$ cat src/rtl/alu_serial_exec_if.sv
// Handshake and operand/result bundle between the issue logic and the serial ALU.
interface alu_serial_exec_if #(
  parameter int unsigned DATA_WIDTH = 32
);
  logic                  start_i;
  logic [3:0]            ALU_Operation_i;
  logic [DATA_WIDTH-1:0] A_i;
  logic [DATA_WIDTH-1:0] B_i;
  logic                  ready_o;
  logic                  busy_o;
  logic                  done_o;
  logic [DATA_WIDTH-1:0] ALU_Result_o;
  logic                  zero_o;
  logic                  branch_taken_o;

  modport master (
    output start_i, ALU_Operation_i, A_i, B_i,
    input  ready_o, busy_o, done_o, ALU_Result_o, zero_o, branch_taken_o
  );

  modport slave (
    input  start_i, ALU_Operation_i, A_i, B_i,
    output ready_o, busy_o, done_o, ALU_Result_o, zero_o, branch_taken_o
  );
endinterface

$ cat src/rtl/alu_serial_exec.sv
// Execute-stage ALU: single-cycle logic/arith ops, 1-bit-per-cycle SLL/SRL
// under a start/done handshake so the pipeline can stall on shifts.
module alu_serial_exec #(
  parameter int unsigned DATA_WIDTH  = 32,
  parameter int unsigned SHAMT_WIDTH = 5
) (
  input  logic              clk,
  input  logic              reset,
  alu_serial_exec_if.slave  bus
);

  localparam int unsigned OP_WIDTH = 4;

  localparam logic [OP_WIDTH-1:0] OP_ADD   = 4'd0;
  localparam logic [OP_WIDTH-1:0] OP_SUB   = 4'd1;
  localparam logic [OP_WIDTH-1:0] OP_OR    = 4'd2;
  localparam logic [OP_WIDTH-1:0] OP_AND   = 4'd3;
  localparam logic [OP_WIDTH-1:0] OP_XOR   = 4'd4;
  localparam logic [OP_WIDTH-1:0] OP_LUI   = 4'd5;
  localparam logic [OP_WIDTH-1:0] OP_SLL   = 4'd6;
  localparam logic [OP_WIDTH-1:0] OP_SRL   = 4'd7;
  localparam logic [OP_WIDTH-1:0] OP_BEQ   = 4'd8;
  localparam logic [OP_WIDTH-1:0] OP_BNE   = 4'd9;
  localparam logic [OP_WIDTH-1:0] OP_JAL   = 4'd10;
  localparam logic [OP_WIDTH-1:0] OP_AUIPC = 4'd15;

  localparam logic [1:0] IDLE  = 2'd0;
  localparam logic [1:0] SHIFT = 2'd1;
  localparam logic [1:0] DONE  = 2'd2;

  logic [1:0]             state_q, state_d;
  logic [DATA_WIDTH-1:0]  acc_q, acc_d;
  logic [SHAMT_WIDTH-1:0] cnt_q, cnt_d;
  logic                   dir_q, dir_d;       // 1 = shift right
  logic [DATA_WIDTH-1:0]  result_q, result_d;
  logic                   zero_q, zero_d;
  logic                   br_q, br_d;
  logic                   done_q, done_d;
  logic                   ready_q, ready_d;
  logic                   busy_q, busy_d;

  logic [DATA_WIDTH-1:0]  alu_res;
  logic                   alu_br;
  logic                   is_shift;
  logic [SHAMT_WIDTH-1:0] shamt;
  logic [DATA_WIDTH-1:0]  acc_shifted;

  assign is_shift    = (bus.ALU_Operation_i == OP_SLL) || (bus.ALU_Operation_i == OP_SRL);
  assign shamt       = bus.B_i[SHAMT_WIDTH-1:0];
  assign acc_shifted = dir_q ? (acc_q >> 1) : (acc_q << 1);

  // Single-cycle result and branch decision for the presented operands.
  always_comb begin
    alu_res = '0;
    alu_br  = 1'b0;
    case (bus.ALU_Operation_i)
      OP_ADD, OP_AUIPC: alu_res = bus.A_i + bus.B_i;
      OP_SUB:           alu_res = bus.A_i - bus.B_i;
      OP_OR:            alu_res = bus.A_i | bus.B_i;
      OP_AND:           alu_res = bus.A_i & bus.B_i;
      OP_XOR:           alu_res = bus.A_i ^ bus.B_i;
      OP_LUI:           alu_res = bus.B_i;
      OP_BEQ: begin
        alu_res = bus.A_i - bus.B_i;
        alu_br  = (bus.A_i == bus.B_i);
      end
      OP_BNE: begin
        alu_res = bus.A_i - bus.B_i;
        alu_br  = (bus.A_i != bus.B_i);
      end
      OP_JAL:           alu_res = bus.A_i + DATA_WIDTH'(4);
      default:          alu_res = '0;
    endcase
  end

  // Next-state and datapath update; results only move on entry to DONE.
  always_comb begin
    state_d  = state_q;
    acc_d    = acc_q;
    cnt_d    = cnt_q;
    dir_d    = dir_q;
    result_d = result_q;
    zero_d   = zero_q;
    br_d     = br_q;
    case (state_q)
      IDLE: begin
        if (bus.start_i) begin
          if (is_shift) begin
            acc_d = bus.A_i;
            cnt_d = shamt;
            dir_d = (bus.ALU_Operation_i == OP_SRL);
            if (shamt == '0) begin
              result_d = bus.A_i;
              zero_d   = (bus.A_i == '0);
              br_d     = 1'b0;
              state_d  = DONE;
            end else begin
              state_d  = SHIFT;
            end
          end else begin
            result_d = alu_res;
            zero_d   = (alu_res == '0);
            br_d     = alu_br;
            state_d  = DONE;
          end
        end
      end
      SHIFT: begin
        acc_d = acc_shifted;
        cnt_d = cnt_q - SHAMT_WIDTH'(1);
        if (cnt_q == SHAMT_WIDTH'(1)) begin
          result_d = acc_shifted;
          zero_d   = (acc_shifted == '0);
          br_d     = 1'b0;
          state_d  = DONE;
        end
      end
      DONE:    state_d = IDLE;
      default: state_d = IDLE;
    endcase
    done_d  = (state_d == DONE);
    ready_d = (state_d == IDLE);
    busy_d  = (state_d == SHIFT);
  end

  // State and output registers.
  always_ff @(posedge clk or negedge reset) begin
    if (!reset) begin
      state_q  <= IDLE;
      acc_q    <= '0;
      cnt_q    <= '0;
      dir_q    <= 1'b0;
      result_q <= '0;
      zero_q   <= 1'b0;
      br_q     <= 1'b0;
      done_q   <= 1'b0;
      ready_q  <= 1'b1;
      busy_q   <= 1'b0;
    end else begin
      state_q  <= state_d;
      acc_q    <= acc_d;
      cnt_q    <= cnt_d;
      dir_q    <= dir_d;
      result_q <= result_d;
      zero_q   <= zero_d;
      br_q     <= br_d;
      done_q   <= done_d;
      ready_q  <= ready_d;
      busy_q   <= busy_d;
    end
  end

  assign bus.ready_o        = ready_q;
  assign bus.busy_o         = busy_q;
  assign bus.done_o         = done_q;
  assign bus.ALU_Result_o   = result_q;
  assign bus.zero_o         = zero_q;
  assign bus.branch_taken_o = br_q;

endmodule

$ cat src/flat_wrapper.sv
// flat-port wrapper written by rule: the top's interface ports become plain ports
module alu_serial_exec_flat 
#(
  parameter int unsigned DATA_WIDTH  = 32,
  parameter int unsigned SHAMT_WIDTH = 5
)
  (clk, reset, bus_start_i, bus_ALU_Operation_i, bus_A_i, bus_B_i, bus_ready_o, bus_busy_o, bus_done_o, bus_ALU_Result_o, bus_zero_o, bus_branch_taken_o);
  alu_serial_exec_if #(.DATA_WIDTH(DATA_WIDTH)) bus_i ();
  input  logic clk;
  input  logic reset;
  input wire logic [$bits(bus_i.start_i)-1:0] bus_start_i;
  input wire logic [$bits(bus_i.ALU_Operation_i)-1:0] bus_ALU_Operation_i;
  input wire logic [$bits(bus_i.A_i)-1:0] bus_A_i;
  input wire logic [$bits(bus_i.B_i)-1:0] bus_B_i;
  output wire logic [$bits(bus_i.ready_o)-1:0] bus_ready_o;
  output wire logic [$bits(bus_i.busy_o)-1:0] bus_busy_o;
  output wire logic [$bits(bus_i.done_o)-1:0] bus_done_o;
  output wire logic [$bits(bus_i.ALU_Result_o)-1:0] bus_ALU_Result_o;
  output wire logic [$bits(bus_i.zero_o)-1:0] bus_zero_o;
  output wire logic [$bits(bus_i.branch_taken_o)-1:0] bus_branch_taken_o;
  assign bus_i.start_i = bus_start_i;
  assign bus_i.ALU_Operation_i = bus_ALU_Operation_i;
  assign bus_i.A_i = bus_A_i;
  assign bus_i.B_i = bus_B_i;
  assign bus_ready_o = bus_i.ready_o;
  assign bus_busy_o = bus_i.busy_o;
  assign bus_done_o = bus_i.done_o;
  assign bus_ALU_Result_o = bus_i.ALU_Result_o;
  assign bus_zero_o = bus_i.zero_o;
  assign bus_branch_taken_o = bus_i.branch_taken_o;
  alu_serial_exec #(.DATA_WIDTH(DATA_WIDTH), .SHAMT_WIDTH(SHAMT_WIDTH)) u_core (.clk(clk), .reset(reset), .bus(bus_i));
endmodule
$ cat config.mk
export PLATFORM = sky130hd
export DESIGN_NAME = alu_serial_exec_flat
export DESIGN_NICKNAME = d
export VERILOG_FILES = /design/src/rtl/alu_serial_exec_if.sv /design/src/rtl/alu_serial_exec.sv /design/src/flat_wrapper.sv
export SDC_FILE = /design/constraint.sdc
export NUM_CORES = 1
export LEC_CHECK = 0
export ABC_AREA = 1
export BUFFER_PORTS_ARGS = -buffer_cell sky130_fd_sc_hd__buf_2
export CORE_ASPECT_RATIO = 1.4
export CORE_MARGIN = 2
export CORE_UTILIZATION = 63
export CTS_CLUSTER_DIAMETER = 80
export DETAILED_ROUTE_END_ITERATION = 6
export GPL_TIMING_DRIVEN = 0
export HOLD_SLACK_MARGIN = 0.02
export PLACE_DENSITY = 0.84
export SYNTH_ARGS = -nofsm -noshare
export SYNTH_HDL_FRONTEND = slang
export SYNTH_SLANG_ARGS = --single-unit
export TNS_END_PERCENT = 20
$ cat constraint.sdc
create_clock -name clk -period 2.4 [get_ports clk]
set_clock_uncertainty 0.2 [all_clocks]
set_input_delay 0.48 -clock clk [delete_from_list [all_inputs] [get_ports clk]]
set_output_delay 0.48 -clock clk [all_outputs]
set_load 0.03 [all_outputs]
==> impl_metrics.csv, run 1 <==
group,metric,value,unit
logic_synthesis,synth_flop_cell,"dfrtp_1",
placed_design,gp_congestion,1.14,
floorplanning,die_h,168,um
placed_design,io_buffer_count,107,
logic_synthesis,postSynthCellCount,2176,
grt,grt_max_degree,78,
logic_synthesis,synth_simple_gate_area_share,43.4,%
floorplanning,rows,59,
cts,cts_buffer_depth,2,
logic_synthesis,synth.avg_cell_area,5.53,um2
logic_synthesis,synth-edff-count,0,
cts,ctsHoldBuffers,0,
logic_synthesis,synth-seq-cells,77,
cts,numCtsBuffers,9,
logic_synthesis,synth_xor_area_share,0.291,%
floorplanning,io_pins,108,
logic_synthesis,yosysSeqAreaShare,16.0,%
timing,worstEndpointGrtRepair,"u_core.bus.zero_o$_DFFE_PN0P_/D",
grt,grt_usage,78.0,%
floorplanning,initial_core_util,64.4,%
cts,h-tree-depth,3,
logic_synthesis,syn_nets,2353,
placed_design,hpwl,41300,um
logic_synthesis,synth-compound-area-share,14.4,%
logic_synthesis,synth_top_family_by_area,"simple AND/OR/NAND/NOR gates",
logic_synthesis,synthAdderAreaFrac,11.1,%
logic_synthesis,synthDistinctLibCells,48,
outcome,stop_error,"[ERROR GRT-0232] Routing congestion too high. Check the congestion heatmap in the GUI.",
grt,grt_remaining_overflow,201,
logic_synthesis,synth_async_sr_flop_share,100,%
outcome,status,"stopped before the end",
outcome,stop_stage,"global routing",
logic_synthesis,synth.mux.area_fraction,0,%
logic_synthesis,yosysWarnings,0,
logic_synthesis,syn_area,12000,um2
timing,worstEpCategory,"register data pin",
floorplanning,dieWidth,121,um
cts,clock-sinks,77,
cts,root_buffer,"clkbuf_16",
-- stage by stage --
stage                     utilization, %  cells  TNS [ps]  area (um2)  setup slack [ps]
after CTS                           82.5   2595     -1190       15400              -307
after global placement              69.9   2527    -42540       13100             -1340
after floorplan                        -   2176      -249       12200              -181
after detailed placement            70.0   2527    -46660       13100             -1360
-- synth_stat cells, drive strengths merged, types with 8 or more instances --
cell type / n / area, um2
nand2: 680 / 2570
inv: 362 / 1360
nor2: 281 / 1090
nand3: 188 / 951
o21ai: 109 / 546
ha: 104 / 1300
dfrtp: 76 / 1900
a21oi: 63 / 319
o22ai: 54 / 338
buf: 45 / 280
a31oi: 36 / 225
clkbuf: 34 / 133
nor3: 33 / 196
nand4: 26 / 163
o211ai: 25 / 188
or2: 23 / 144
nor4: 8 / 50.1
-- what timing repair did --
item | CTS
pin swaps | 105
cloned | 1
gates resized for setup | 510
buffers inserted | 54
setup endpoints to repair | 72
endpoints found under the hold margin | 0
-- logic make-up after synthesis --
| group | Yosys count |
|---|---|
| and+or+nand+nor | 1246 |
| DFF | 77 |
| adders and majority gates | 106 |
| xor gates and xnor gates | 4 |
| buffers and inverters | 443 |
| AOI/OAI and AO/OA | 300 |
-- layer usage --
layer  global-route usage (%)  overflow
met5                     27.5         0
met4                     79.7        74
met3                     58.5         7
met2                     95.7       113
met1                     78.4         7
==> run 2: changes to the inputs <==
Settings changed: CORE_ASPECT_RATIO 1.4 to default, CORE_UTILIZATION 63 to 40, CTS_CLUSTER_DIAMETER 80 to default, HOLD_SLACK_MARGIN 0.02 to default, PLACE_DENSITY 0.84 to default, PLACE_DENSITY_LB_ADDON from default to 0.15.
==> run 2 against run 1 <==
  * The flow now finishes, with violations (setup timing)
  * Area after synthesis stayed put
  * Synthesized cell count is the same
==> impl_metrics.csv, run 2 <==
group,metric,value,unit
logic_synthesis,synth_top_cell_area_share,21.0,%
worst_setup_path,worstPathRequired,2470,ps
worst_setup_path,critPathArrivalTime,2890,ps
floorplanning,initial_core_util,40.6,%
logic_synthesis,synthTopCellsByArea,"nand2_1 21%, dfrtp_1 16%, inv_1 11%, ha_1 11%, nor2_1 8.4%",
logic_synthesis,synthAdderAreaFrac,11.1,%
final_layout,nets,2545,
final_layout,fill_cells,3087,
cts,h-tree-depth,3,
logic_synthesis,yosysMostFrequentCell,"nand2_1",
logic_synthesis,synth_flop_cell,"dfrtp_1",
placed_design,dpl-instance-area,13300,um2
worst_setup_path,crit_start,"bus_A_i[14]",
placed_design,dp_cells,2674,
timing,maxSlewHeadroom,33.1,%
logic_synthesis,synth.mux.area_fraction,0,%
logic_synthesis,postSynthCellCount,2176,
logic_synthesis,synth_simple_gate_area_share,43.4,%
placed_design,post-place-ws,-1500,ps
final_layout,stdcell_count,2763,
final_layout,fin_area,16600,um2
final_layout,final_common_cell,"nand2_1",
worst_setup_path,path_max_fanout,7,
drt,ant_nets,0,
logic_synthesis,synth-edff-count,0,
worst_setup_path,endpoint_kind,"flip-flop",
grt,grt_pass1_wl,85800,um
logic_synthesis,synth_top_family_by_area,"simple AND/OR/NAND/NOR gates",
final_layout,fin_util,56.2,%
timing,min_period_over_period,118,%
drt,wl_per_cell,21.5,um
placed_design,gp_congestion,0.981,
logic_synthesis,syn_area,12000,um2
drt,drt-initial-drc-count,1416,
final_layout,n_antenna_cell,0,
logic_synthesis,synth_top_area_cell,"nand2_1",
cts,root_buffer,"clkbuf_16",
timing,setup_viol,20,
timing,setup_ws,-421,ps
floorplanning,fp.dieArea,31500,um2
power_and_ir_drop,p_per_area,574,nW/um2
placed_design,hpwl,47400,um
min_path,hold_start,"bus_A_i[14]",
logic_synthesis,yosysWarnings,0,
outcome,status,"finished with violations",
cts,worstSkewPairLatency,340,ps
timing,max_slew.worst_pin.slew,1000,ps
placed_design,io_buffer_count,107,
logic_synthesis,synth-seq-cells,77,
worst_setup_path,r2r_start,"u_core.dir_q",
outcome,violations,"setup timing",
final_layout,area_growth,38.3,%
floorplanning,fp.coreArea,29600,um2
logic_synthesis,synthDistinctLibCells,48,
min_path,hold_class,"in -> reg",
logic_synthesis,synth.avg_cell_area,5.53,um2
logic_synthesis,synth_async_sr_flop_share,100,%
power_and_ir_drop,total_power,9.56,mW
power_and_ir_drop,ir_drop,0.512,mV
cts,numCtsBuffers,9,
logic_synthesis,synth-compound-area-share,14.4,%
cts,clock-sinks,77,
final_layout,final_cell_mix,"539 x nand2_1, 254 x inv_1, 182 x nor2_1",
final_layout,drive_above_1_share,33.5,%
drt,drc,0,
timing,slew_viol_final,0,
timing,finalHoldViolations,0,
grt,grt_pass1_vias,14389,
worst_setup_path,critical_path_class,"in -> reg",
floorplanning,io_pins,108,
drt,vias,15490,
floorplanning,rows,63,
grt,antenna_found_initial,1,
cts,cts_buffer_depth,2,
drt,viasPerCell,5.61,
logic_synthesis,yosysSeqAreaShare,16.0,%
cts,tritoncts,"built",
grt,grt_remaining_overflow,0,
timing,max_freq,354,MHz
timing,finalCriticalPeriod,2820,ps
floorplanning,dieWidth,177,um
logic_synthesis,synth_xor_area_share,0.291,%
logic_synthesis,syn_nets,2353,
logic_synthesis,synthTopCellsByCount,"672 x nand2_1, 355 x inv_1, 268 x nor2_1, 186 x nand3_1",
floorplanning,die_h,177,um
drt,routed_wl,59400,um
grt,grt_usage,36.6,%
drt,firstDrtPassIters,6,
grt,grt_max_degree,68,
cts,path_clk_slew,60,ps
job,cap_viol_max_count,0,
worst_setup_path,start_kind,"primary input",
power_and_ir_drop,p_leak,8.18,nW
timing,grt_setup_unrepaired,"yes",
[run 2: cell counts after synthesis]
No cell type changed its count.
[run 2: power breakdown]
| group | leakage [nW] | switching [mW] | internal [mW] |
|---|---|---|---|
| combinational | 7.12 | 4.01 | 1.95 |
| clock | 0.143 | 0.538 | 0.831 |
| sequential | 0.920 | 0.331 | 1.90 |
| total | 8.18 | 4.88 | 4.68 |
[run 2: logic make-up (layout without fill, tap and decap cells)]
family                     after synthesis  count (layout)
xor gates and xnor gates                 4               4
adders and majority gates              106             106
AOI/OAI and AO/OA                      300             300
DFF                                     77              77
buffers and inverters                  443             640
and+or+nand+nor                       1246            1246
[run 2: worst paths after layout]
kind | end | slack, ps | cells past startpoint
max reg2reg | u_core.bus.zero_o | -260 | 6
min in group asynchronous | u_core.bus.ALU_Result_o[22] | 350 | 2
max in group asynchronous | u_core.bus.ready_o | 1030 | 3
min reg2reg | u_core.acc_q[31] | 290 | 2
min | u_core.acc_q[14] | 270 | 3
max | u_core.bus.zero_o | -420 | 22
[run 2: layout make-up]
cell class | instances | area [um2] | area share [%]
Timing Repair Buffer | 185 | 1390 | 8.35
Clock inverter | 4 | 47.5 | 0.286
Buffer | 75 | 577 | 3.47
Multi-Input combinational cell | 1656 | 10500 | 62.9
Clock buffer | 12 | 246 | 1.48
Inverter | 364 | 1490 | 8.98
Tap cell | 390 | 488 | 2.93
Sequential cell | 77 | 1930 | 11.6
[run 2: stage by stage]
stage	setup TNS, ps	hold slack [ps]
2_1_floorplan	-249	-15.6
6_report	-2800	267
5_1_grt	-4570	259
4_1_cts	-2040	253
3_5_place_dp	-54210	130
3_3_place_gp	-53390	267
[run 2: routing by layer]
layer / GRT usage (%) / vias to the layer above / share of wire, %
li1: - / 7317 / -
met1: 50.1 / 7304 / 43
met2: 57.6 / 720 / 44
met3: 3.75 / 149 / 7.4
met4: 17.1 / 0 / 5.7
met5: 0 / - / 0
[run 2: critical path, cell delays in order]
cell and delay [ps]:
buf_6 140, inv_6 60, ha_4 270, buf_6 130, inv_1 80, nand2_1 70
nand2_1 80, inv_1 80, nand2_2 90, a21oi_4 140, nand2_4 100, nand2_2 90
nand4_1 100, nand2_2 130, nor2_2 60, nor2_2 220, nand2_2 90, nor2_4 130
nand3_1 80, nand2_1 80, nand2_1 70, a21oi_2 110
[run 2: timing repair]
item                                    4_1_cts  5_1_grt
setup buffers                                42       29
hold endpoints to repair                     10        0
hold buffers                                  1        0
pin swaps                                    95      124
resized for setup                           515      264
gates cloned                                  4        1
endpoints found under the setup margin       71       71
No activity file was read; power rests on OpenSTA's default activity.
